==> src/rtl/team_06_playback_fifo.sv <==
// Speaker-path jitter buffer: circular sample store that holds output at silence
// until a prefill level is reached, then plays out one sample per read request.
module team_06_playback_fifo #(
  parameter int unsigned DEPTH   = 16,
  parameter int unsigned PREFILL = 8,
  parameter logic [7:0]  SILENCE = 8'd0
) (
  input  logic                     clk,
  input  logic                     rst,
  input  logic                     wr_valid,
  input  logic [7:0]               wr_data,
  input  logic                     rd_req,
  input  logic                     flush,
  output logic [7:0]               rd_data,
  output logic                     rd_valid,
  output logic [$clog2(DEPTH):0]   level,
  output logic                     playing,
  output logic                     underrun,
  output logic                     overflow,
  output logic [7:0]               underrun_count
);

  localparam int unsigned PW = $clog2(DEPTH);
  localparam int unsigned LW = PW + 1;

  typedef enum logic {
    FILL = 1'b0,
    PLAY = 1'b1
  } state_e;

  state_e          state_q, state_d;
  logic [PW-1:0]   wptr_q, wptr_d;
  logic [PW-1:0]   rptr_q, rptr_d;
  logic [LW-1:0]   level_q, level_d;
  logic [7:0]      rd_data_q, rd_data_d;
  logic            rd_valid_q, rd_valid_d;
  logic            underrun_q, underrun_d;
  logic            overflow_q, overflow_d;
  logic [7:0]      ucnt_q, ucnt_d;
  logic [7:0]      mem_q [DEPTH];

  logic            pop;
  logic            push;
  logic            starve;

  always_comb begin
    state_d    = state_q;
    wptr_d     = wptr_q;
    rptr_d     = rptr_q;
    level_d    = level_q;
    rd_data_d  = rd_data_q;
    rd_valid_d = 1'b0;
    underrun_d = 1'b0;
    overflow_d = overflow_q;
    ucnt_d     = ucnt_q;
    pop        = 1'b0;
    push       = 1'b0;
    starve     = 1'b0;

    if (flush) begin
      state_d    = FILL;
      wptr_d     = '0;
      rptr_d     = '0;
      level_d    = '0;
      overflow_d = 1'b0;
      ucnt_d     = '0;
      rd_data_d  = SILENCE;
    end else begin
      if (rd_req) begin
        rd_valid_d = 1'b1;
        rd_data_d  = SILENCE;
        if (state_q == PLAY) begin
          if (level_q != '0) begin
            pop       = 1'b1;
            rd_data_d = mem_q[rptr_q];
          end else begin
            starve = 1'b1;
          end
        end
      end

      // A same-cycle pop frees a slot, so a write at full is still accepted.
      if (wr_valid) begin
        if ((level_q != LW'(DEPTH)) || pop) begin
          push = 1'b1;
        end else begin
          overflow_d = 1'b1;
        end
      end

      if (push) wptr_d = wptr_q + PW'(1);
      if (pop)  rptr_d = rptr_q + PW'(1);

      case ({push, pop})
        2'b10:   level_d = level_q + LW'(1);
        2'b01:   level_d = level_q - LW'(1);
        default: level_d = level_q;
      endcase

      if (starve) begin
        underrun_d = 1'b1;
        if (ucnt_q != 8'hFF) ucnt_d = ucnt_q + 8'd1;
      end

      case (state_q)
        FILL:    if (level_q >= LW'(PREFILL)) state_d = PLAY;
        PLAY:    if (starve) state_d = FILL;
        default: state_d = FILL;
      endcase
    end
  end

  always_ff @(posedge clk or posedge rst) begin
    if (rst) begin
      state_q    <= FILL;
      wptr_q     <= '0;
      rptr_q     <= '0;
      level_q    <= '0;
      rd_data_q  <= SILENCE;
      rd_valid_q <= 1'b0;
      underrun_q <= 1'b0;
      overflow_q <= 1'b0;
      ucnt_q     <= '0;
    end else begin
      state_q    <= state_d;
      wptr_q     <= wptr_d;
      rptr_q     <= rptr_d;
      level_q    <= level_d;
      rd_data_q  <= rd_data_d;
      rd_valid_q <= rd_valid_d;
      underrun_q <= underrun_d;
      overflow_q <= overflow_d;
      ucnt_q     <= ucnt_d;
    end
  end

  // Sample storage needs no reset; level and pointers gate every read.
  always_ff @(posedge clk) begin
    if (push) mem_q[wptr_q] <= wr_data;
  end

  assign rd_data        = rd_data_q;
  assign rd_valid       = rd_valid_q;
  assign level          = level_q;
  assign playing        = (state_q == PLAY);
  assign underrun       = underrun_q;
  assign overflow       = overflow_q;
  assign underrun_count = ucnt_q;

endmodule

==> config.mk <==
export PLATFORM = sky130hd
export DESIGN_NAME = team_06_playback_fifo
export DESIGN_NICKNAME = d
export VERILOG_FILES = /design/src/rtl/team_06_playback_fifo.sv
export SDC_FILE = /design/constraint.sdc
export NUM_CORES = 1
export LEC_CHECK = 0
export BUFFER_PORTS_ARGS = -buffer_cell sky130_fd_sc_hd__buf_4
export CAP_MARGIN = 10
export CELL_PAD_IN_SITES_DETAIL_PLACEMENT = 1
export CELL_PAD_IN_SITES_GLOBAL_PLACEMENT = 1
export CORE_UTILIZATION = 45
export DETAILED_ROUTE_END_ITERATION = 16
export PLACE_DENSITY = 0.79
export SLEW_MARGIN = 25
export SYNTH_ARGS = -nofsm -noshare
export SYNTH_HDL_FRONTEND = slang
export SYNTH_SLANG_ARGS = --single-unit
==> constraint.sdc <==
create_clock -name clk -period 3.15 [get_ports clk]
set_clock_uncertainty 0.05 [all_clocks]
set_input_delay 0.4725 -clock clk [delete_from_list [all_inputs] [get_ports clk]]
set_output_delay 0.4725 -clock clk [all_outputs]
set_load 0.02 [all_outputs]
Word-level counts from Yosys, hierarchy flattened
Memory sizes are Yosys's and may differ from the RTL's.
Index checks and enable logic that the tools add are counted.
Word-level totals
  flip-flop bits (word level): 33
  latch bits: 0
  memory bits (writable): 128
  bits in read-only memories: 0
  bits of input ports: 13
  output and inout bits: 25
  word-level logic and storage cells: 71
  memories kept: 1
Memories
  mem_q: depth 16, width 8, rd ports 1, clocked after memory_dff 0, write ports 1, RTL line 40  | logic [7:0] mem_q [DEPTH];
Cells by class
  add/sub/neg operators: 5
  $mul: 0
  divide/modulo/power cells: 0
  order comparisons: 1
  equal/unequal tests: 5
  shifts and indexed selects: 0
  multiplexer cells: 38
  bitwise gates (word level): 1
  reduce and logical (&&, ||, !) cells: 11
Operators with widths (count)
  8-bit 2-to-1 mux: 7
  1-bit 2-to-1 mux: 24
  4-bit 2-to-1 mux: 4
  2-bit nonzero test: 6
  5-bit one-hot mux with 2 select lines: 1
  4-bit by 1-bit adder with 4-bit output (second input constant): 2
  8-bit by 1-bit adder with 8-bit output (second input constant): 1
  8-bit inequality test (second input constant): 1
  5-bit by 1-bit adder with 5-bit output (second input constant): 1
  5-bit by 4-bit greater-or-equal comparator with 1-bit output (second input constant): 1
  5-bit 2-to-1 mux: 1
  5-bit inequality test (second input constant): 1
  5-bit nonzero test: 1
  5-bit by 1-bit subtractor with 5-bit output (second input constant): 1
  2-bit AND reduction: 2
  3-bit nonzero test: 1
  2-bit by 1-bit == test with 1-bit output (second input constant): 1
  2-bit == test (second input constant): 1
  2-bit inequality test (second input constant): 1
  1-bit one-hot mux with 2 select lines: 1
  1-bit logical OR: 1
  1-bit NOT: 1

Logic depth before layout (Yosys ltp)
Gate-level depths: netlist of run 1.
  word-level depth: 12
  mapped depth: 11
  depth with buffers taken out: 10

Worst setup path after synthesis of run 1
No wires, ideal clock.
  kind: register -> register
  start point: reg level_q[4], in the netlist level[4]
  end point: reg level_q[4], in the netlist level[4]
  library setup time: 78 ps
  data arrival time: 2435 ps
  required time: 3022 ps
  slack: 587 ps
  cell stages (with the launch flop): 11
  path buffers: 1
  cell sequence: dfrtp_1 clkbuf_1 inv_1 a21oi_1 nand2b_1 fa_1 nand2b_1 a21oi_1 mux2i_1 a32oi_1 a21oi_1
Between the ends
  word-level cells in the longest chain between the ends: 12
  elaborated cells on any way between the ends: 17
  classes of those cells: add/sub: 2; eq/ne: 3; mux: 9; reduce/logical: 3
Ends and longest elaborated chain
  start: declaration: RTL line 34  | logic [LW-1:0] level_q, level_d;
  start signal: assignment: RTL line 128  | level_q <= level_d;
  5-bit nonzero test: RTL line 73  | if (level_q != '0) begin
  1-bit 2-to-1 mux: RTL line 73
  1-bit 2-to-1 mux: RTL line 72  | if (state_q == PLAY) begin
  1-bit 2-to-1 mux: RTL line 69  | if (rd_req) begin
  1-bit 2-to-1 mux: RTL line 60  | if (flush) begin
  1-bit logical OR: RTL line 84  | if ((level_q != LW'(DEPTH)) || pop) begin
  1-bit 2-to-1 mux: RTL line 84
  1-bit 2-to-1 mux: RTL line 83  | if (wr_valid) begin
  1-bit 2-to-1 mux: RTL line 60
  2-bit by 1-bit == test with 1-bit output or 2-bit == test (tied branches): RTL line 94  | case ({push, pop})
  5-bit one-hot mux with 2 select lines: RTL line 94
  5-bit 2-to-1 mux: RTL line 60
Parallel ways exist; a longest one is shown, timed or not. The select of a mux whose other input is x is not followed.
A chain may end at the register's enable or synchronous reset.

Worst setup path after layout of run 1
  start point: reg level_q[1], in the netlist level[1]
  end point: reg level_q[4], in the netlist level[4]
The elaborated chain is that of the path after synthesis.

==> out/summary.txt, run 1 <==
H-tree depth - 4
Crit path capture type - flip-flop
Post-route setup slack - 0.420 ns
Clock tree buffer depth - 2
Area growth syn-to-layout - 18.7%
Vias in the first global route - 3977
Wirelength per Cell - 23.9 um
R2R Setup Slk - 0.42 ns
Worst skew pair latency - 0.43 ns
# DRC - 0
VDD IR-drop max - 0.411 mV
Final #Nets - 468
WS Path Type - flip-flop to flip-flop
Fin util - 0.545
Mapped Avg Cell Area - 17.2 um2
Prevailing post-synth register cell - edfxtp_1
WP data required - 3.46 ns
Status - completed
Via density - 5.77
PD cells - 614 nW/um2
HPWL after detailed placement - 9.61 mm
Most frequent cells in the layout - edfxtp_1 (128), buf_4 (57), nor2_1 (32), mux4_2 (32), dfrtp_1 (32)
Fin. Hold Viols - 0
Sw Ratio - 0.216
Final instance area - 7890 um2
Clock transition at the registers of the reported paths - 0.06 ns
Final setup TNS - 0 ns
Critical path peak fanout - 6
Ranking of synthesized cells by area - edfxtp_1 (58%), dfrtp_1 (12%), mux4_2 (11%)
DIE HEIGHT - 124 um
Max-Slew Margin vs Limit - 0.424
N_diodes - 0
Slew Viols, Final - 0
Cell taking the most area after synthesis - edfxtp_1
Max Cap Violations - 0
Crit path DAT - 3.04 ns
Post-synth EDFFs - 128
Starting Density - 0.459
Dpl cells - 610
Buffers added on ports - 37
R2R Path Start - level[1]
Die width - 124 um
GP Congestion - 0.798
Total setup buffers inserted after CTS - 0
Critical R2R Capture - level[4]
RSZ-0062 raised after global routing - no
Achievable Freq - 366 MHz
Setup WS pre-CTS - 0.412 ns
Period Utilization, post-route - 0.867
Switching pwr - 1.05 mW
Int Pwr - 3.79 mW
Post-synth cell types - 45
Worst setup path start - level[1]
Largest net degree at the start of global routing - 34
Synthesized area - 6650 um2
Cell Count, Final, Fillers Out - 642
Post-DRT Antenna Nets - 0
Row count - 44
Clock net sink count - 161
GRT Util Overall - 0.220
Post-CTS sizing - 0
Clock root buffer - clkbuf_16
Syn Nets - 410
Iter 0 DRT Violations - 283
Initial antenna violation count - 0
HP Class - primary input to async pin
Sequential share of the synthesized area - 0.703
CORE AREA - 14500 um2
First-pass GRT wire length - 23.3 mm
Global route overflow - 0
Synth Register Bits - 161
Gate power share - 0.048
Yosys Warn Count - 0
Layout cells sized above 1 - 0.293
Cell count after synthesis - 387
Commonest non-fill, non-tap cell in the layout - edfxtp_1
LEAKAGE - 2.76 nW
Final setup vio count - 0
R2r worst-path depth - 10
Total Wirelength - 15.3 mm
I/O pin total - 38
Clock Power Share - 0.466
Drt pass-1 iters - 4
Yosys top cell area share - 0.578
CTS tree - built
Ys async rst share - 0.205
Worst Tran Pin Value - 0.865 ns
Hold Buf Count CTS - 0
Final min period - 2.73 ns
Via count - 3704
Die area - 15300 um2
CTS buffer count - 17
Post-DP Area - 7230 um2
Startpoint types - flip-flop
Reg power frac - 0.487
power by group through the flow:
| stage | combinational, mW | clock [mW] | sequential (mW) |
|---|---|---|---|
| floorplan | 0.123 | 0 | 2.40 |
| global placement | 0.219 | 0 | 2.39 |
| detailed placement | 0.232 | 0 | 2.40 |
| CTS | 0.233 | 2.29 | 2.35 |
| global route | 0.251 | 2.36 | 2.36 |
| finish | 0.231 | 2.25 | 2.35 |
per-layer routing:
layer | wire, um | GRT usage
met4 | 292 | 0.0904
met3 | 464 | 0.0424
met2 | 7980 | 0.373
met5 | 0 | 0
met1 | 6600 | 0.278
sequential cells by signal, indices dropped and copies added (netlist names):
name	flops
level	5
mem_q	128
overflow	1
playing	1
rd_data	8
rd_valid	1
rptr_q	4
underrun	1
underrun_count	8
wptr_q	4
cells by family (layout without fill, tap and decap cells):
family	Yosys count	after routing	share of synthesized area
AO/OA/AOI/OAI	40	40	0.0403
XOR/XNOR	13	13	0.0171
adder cells (fa/ha/maj)	10	10	0.0200
buffers and inverters	28	99	0.0186
flip-flops	161	161	0.703
multiplexers	51	51	0.139
AND/OR/NAND/NOR	84	84	0.0627
Yosys cell counts (2+ instances only):
cell type and number:
clkbuf_1 8, mux2_2 8, nand2_1 17, a21o_1 3, nor4_1 2, or3_1 4
edfxtp_1 128, xnor2_1 8, o21ai_1 3, a21oi_1 9, a221o_1 2, mux4_2 32
dfrtp_1 33, o31ai_1 3, nand3_1 7, and3b_1 2, ha_1 9, nand2b_1 5
buf_2 6, nor2_1 32, mux2i_1 11, buf_1 3, xor2_1 5, a22oi_1 6
nor3_1 7, inv_1 9, o21ai_0 7
per-stage QoR:
step           total power, mW  hold slack [ns]
5_1_grt                   4.97            0.146
3_5_place_dp              2.63            0.475
6_report                  4.84            0.111
4_1_cts                   4.87            0.119
3_3_place_gp              2.61            0.450
2_1_floorplan             2.53            0.466
cell type report:
cell class	count	area [um2]
Fill cell	1335	6590
Timing Repair Buffer	58	448
Multi-Input combinational cell	198	1850
Clock buffer	19	453
Clock inverter	13	198
Inverter	9	33.8
Tap cell	184	230
Sequential cell	161	4670
worst max-delay path, stage by stage (launching register included):
cell and delay (ns):
dfrtp_1 0.47, nor4_4 0.49, a21oi_1 0.23, nand2b_1 0.16, inv_1 0.10, ha_1 0.34, nand2b_1 0.07, a21oi_1 0.28
mux2i_1 0.24, a32oi_1 0.07, a21oi_1 0.16
how the worst max path moves through the flow:
stage          cells after the start       end  slack, ns
3_5_place_dp                      10  level[4]       0.41
2_1_floorplan                     10  level[4]       0.59
4_1_cts                           10  level[4]       0.42
6_report                          10  level[4]       0.42
3_3_place_gp                      10  level[4]       0.54
5_1_grt                           10  level[4]       0.21
Note: power is estimated with default switching activity, not from simulation.
==> run 2, diff against run 1 <==
==> constraint.sdc (replaced) <==
create_clock -name clk -period 3 [get_ports clk]
set_clock_uncertainty 0.05 [all_clocks]
set_input_delay 0.45 -clock clk [delete_from_list [all_inputs] [get_ports clk]]
set_output_delay 0.45 -clock clk [all_outputs]
set_load 0.02 [all_outputs]
==> out/summary.txt, run 2 (same netlist as run 1, synthesis figures left out) <==
Area growth syn-to-layout - 17.3%
Min Hold Slack - 0.165 ns (+0.0548 ns)
Period Utilization, post-route - 0.940 (+0.0737)
Largest Register - mem_q
Critical path peak fanout - 6 (unchanged)
Status - completed
Achievable Freq - 355 MHz (-3.2%)
CTS buffer count - 17 (unchanged)
Clock tree buffer depth - 2 (unchanged)
Reg power frac - 0.520 (+0.033)
WS Path Type - flip-flop to flip-flop
Final #Nets - 469 (+0.21%)
GP Congestion - 0.778 (-2.6%)
Max-Slew Margin vs Limit - 0.408 (-0.0155)
Crit path DAT - 3.12 ns (+0.08 ns)
Global route overflow - 0 (unchanged)
Die area - 15300 um2 (unchanged)
Total Wirelength - 15.1 mm (-1.7%)
Total setup buffers inserted after CTS - 0 (unchanged)
R2R Setup Slk - 0.18 ns (-0.24 ns)
Row count - 44 (unchanged)
Drt pass-1 iters - 4 (unchanged)
CORE AREA - 14500 um2 (unchanged)
Crit path largest cell delay - 0.49 ns (about the same)
Largest net degree at the start of global routing - 33 (-2.9%)
Crit path max-delay family - compound AO/OA/AOI/OAI gates
RSZ-0062 raised after global routing - no
Startpoint types - flip-flop
HP Class - primary input to async pin
Worst skew pair latency - 0.43 ns (about the same)
Wirelength per Cell - 23.4 um (-1.9%)
Post-CTS sizing - 0 (unchanged)
Switching pwr - 1.14 mW (+8.7%)
GRT Util Overall - 0.217 (-0.00345)
Vias in the first global route - 4040 (+1.6%)
Starting Density - 0.459 (unchanged)
PD cells - 610 nW/um2 (-0.64%)
Gate power share - 0.051 (+0.003)
Slew Viols, Final - 0 (unchanged)
Final setup vio count - 0 (unchanged)
First-pass GRT wire length - 23.1 mm (-0.71%)
VDD IR-drop max - 0.393 mV (-4.5%)
WP data required - 3.30 ns (-0.16 ns)
Hold Buf Count CTS - 0 (unchanged)
HPWL after detailed placement - 9.70 mm (+1.0%)
Worst Path Buf+Inv - 1 (unchanged)
Crit path capture type - flip-flop
Worst setup path start - level[1]
H-tree depth - 4 (unchanged)
R2R Path Start - level[1]
Most frequent cells in the layout - edfxtp_1 (128), buf_4 (58), nor2_1 (32), mux4_2 (32), dfrtp_1 (32)
Crit-path cells - nor4_4 -> a21oi_1 -> nand2b_1 -> inv_1 -> ha_1 -> nand2b_1 -> a21oi_1 -> mux2i_1 -> a32oi_1 -> a21oi_1
Layout cells sized above 1 - 0.290 (-0.00282)
Clock root buffer - clkbuf_16
Worst Tran Pin Value - 0.885 ns (+0.0200 ns)
Clock Power Share - 0.429 (-0.037)
Buffers added on ports - 37 (unchanged)
Commonest non-fill, non-tap cell in the layout - edfxtp_1
Max FFs per register - 128 (unchanged)
Via density - 5.68 (-1.6%)
Final setup TNS - 0 ns (unchanged)
Sw Ratio - 0.239 (+0.0230)
I/O pin total - 38 (unchanged)
# DRC - 0 (unchanged)
Post-DRT Antenna Nets - 0 (unchanged)
Most Frequent Cell on Critical Path - a21oi_1
LEAKAGE - 2.73 nW (-1.2%)
Critical path's slowest cell - nor4_4
Int Pwr - 3.62 mW (-4.6%)
Iter 0 DRT Violations - 315 (+11%)
Clock net sink count - 161 (unchanged)
Die width - 124 um (unchanged)
Max Cap Violations - 0 (unchanged)
CTS tree - built
Clock transition at the registers of the reported paths - 0.07 ns (about the same)
Initial antenna violation count - 0 (unchanged)
N_diodes - 0 (unchanged)
Fin util - 0.538 (-0.00614)
Fin. Hold Viols - 0 (unchanged)
DIE HEIGHT - 124 um (unchanged)
Via count - 3652 (-1.4%)
Final min period - 2.82 ns (+0.0910 ns)
-- run 2: cell types whose count changed in the layout (fill, tap and decap cells not counted), sizes merged --
cell,delta
clkinvlp,-2
clkinv,+4
buf,+1
bufinv,-4
clkbuf,-1
inv,+3
-- run 2: final timing paths --
kind | end | depth (start not counted)
setup / recovery | level[4] | 10
hold / removal | rd_data[3] | 2
setup reg to reg | level[4] | 10
hold reg to reg | rd_data[0] | 1
max in group asynchronous | level[3] | 3
min in group clk | rd_valid | 2
-- run 2: per-stage QoR --
stage / cells / cell area [um2] / power, mW / worst slack (ns)
2_1_floorplan: 387 / 6650 / 2.65 / 0.437
3_3_place_gp: 611 / 7240 / 2.74 / 0.412
3_5_place_dp: 611 / 7240 / 2.76 / 0.297
4_1_cts: 643 / 7800 / 4.78 / 0.157
5_1_grt: 643 / 7800 / 4.89 / 0.0429
6_report: 643 / 7800 / 4.75 / 0.179
-- run 2: routing by layer --
| metal | global-route usage | routed length [um] |
|---|---|---|
| met5 | 0 | 0 |
| met4 | 0.0768 | 286 |
| met3 | 0.0535 | 902 |
| met2 | 0.369 | 7870 |
| met1 | 0.269 | 6010 |
-- run 2: worst register-to-register path: stages, from the launching register on --
cell      delay [ns]
dfrtp_1         0.47
nor4_4          0.49
a21oi_1         0.23
nand2b_1        0.17
inv_1           0.10
ha_1            0.34
nand2b_1        0.07
a21oi_1         0.32
mux2i_1         0.25
a32oi_1         0.07
a21oi_1         0.17
-- run 2: area by class of cell --
type,instances,area (um2)
Clock buffer,18,429
Clock inverter,14,125
Fill cell,1343,6680
Inverter,9,33.8
Multi-Input combinational cell,198,1850
Sequential cell,161,4670
Tap cell,184,230
Timing Repair Buffer,59,455
-- run 2: power groups by stage --
stage,Clock (mW),Sequential [mW],Combinational (mW)
floorplan,0,2.52,0.129
global placement,0,2.51,0.230
detailed placement,0,2.52,0.245
CTS,2.06,2.47,0.249
global route,2.15,2.47,0.269
finish,2.04,2.47,0.243
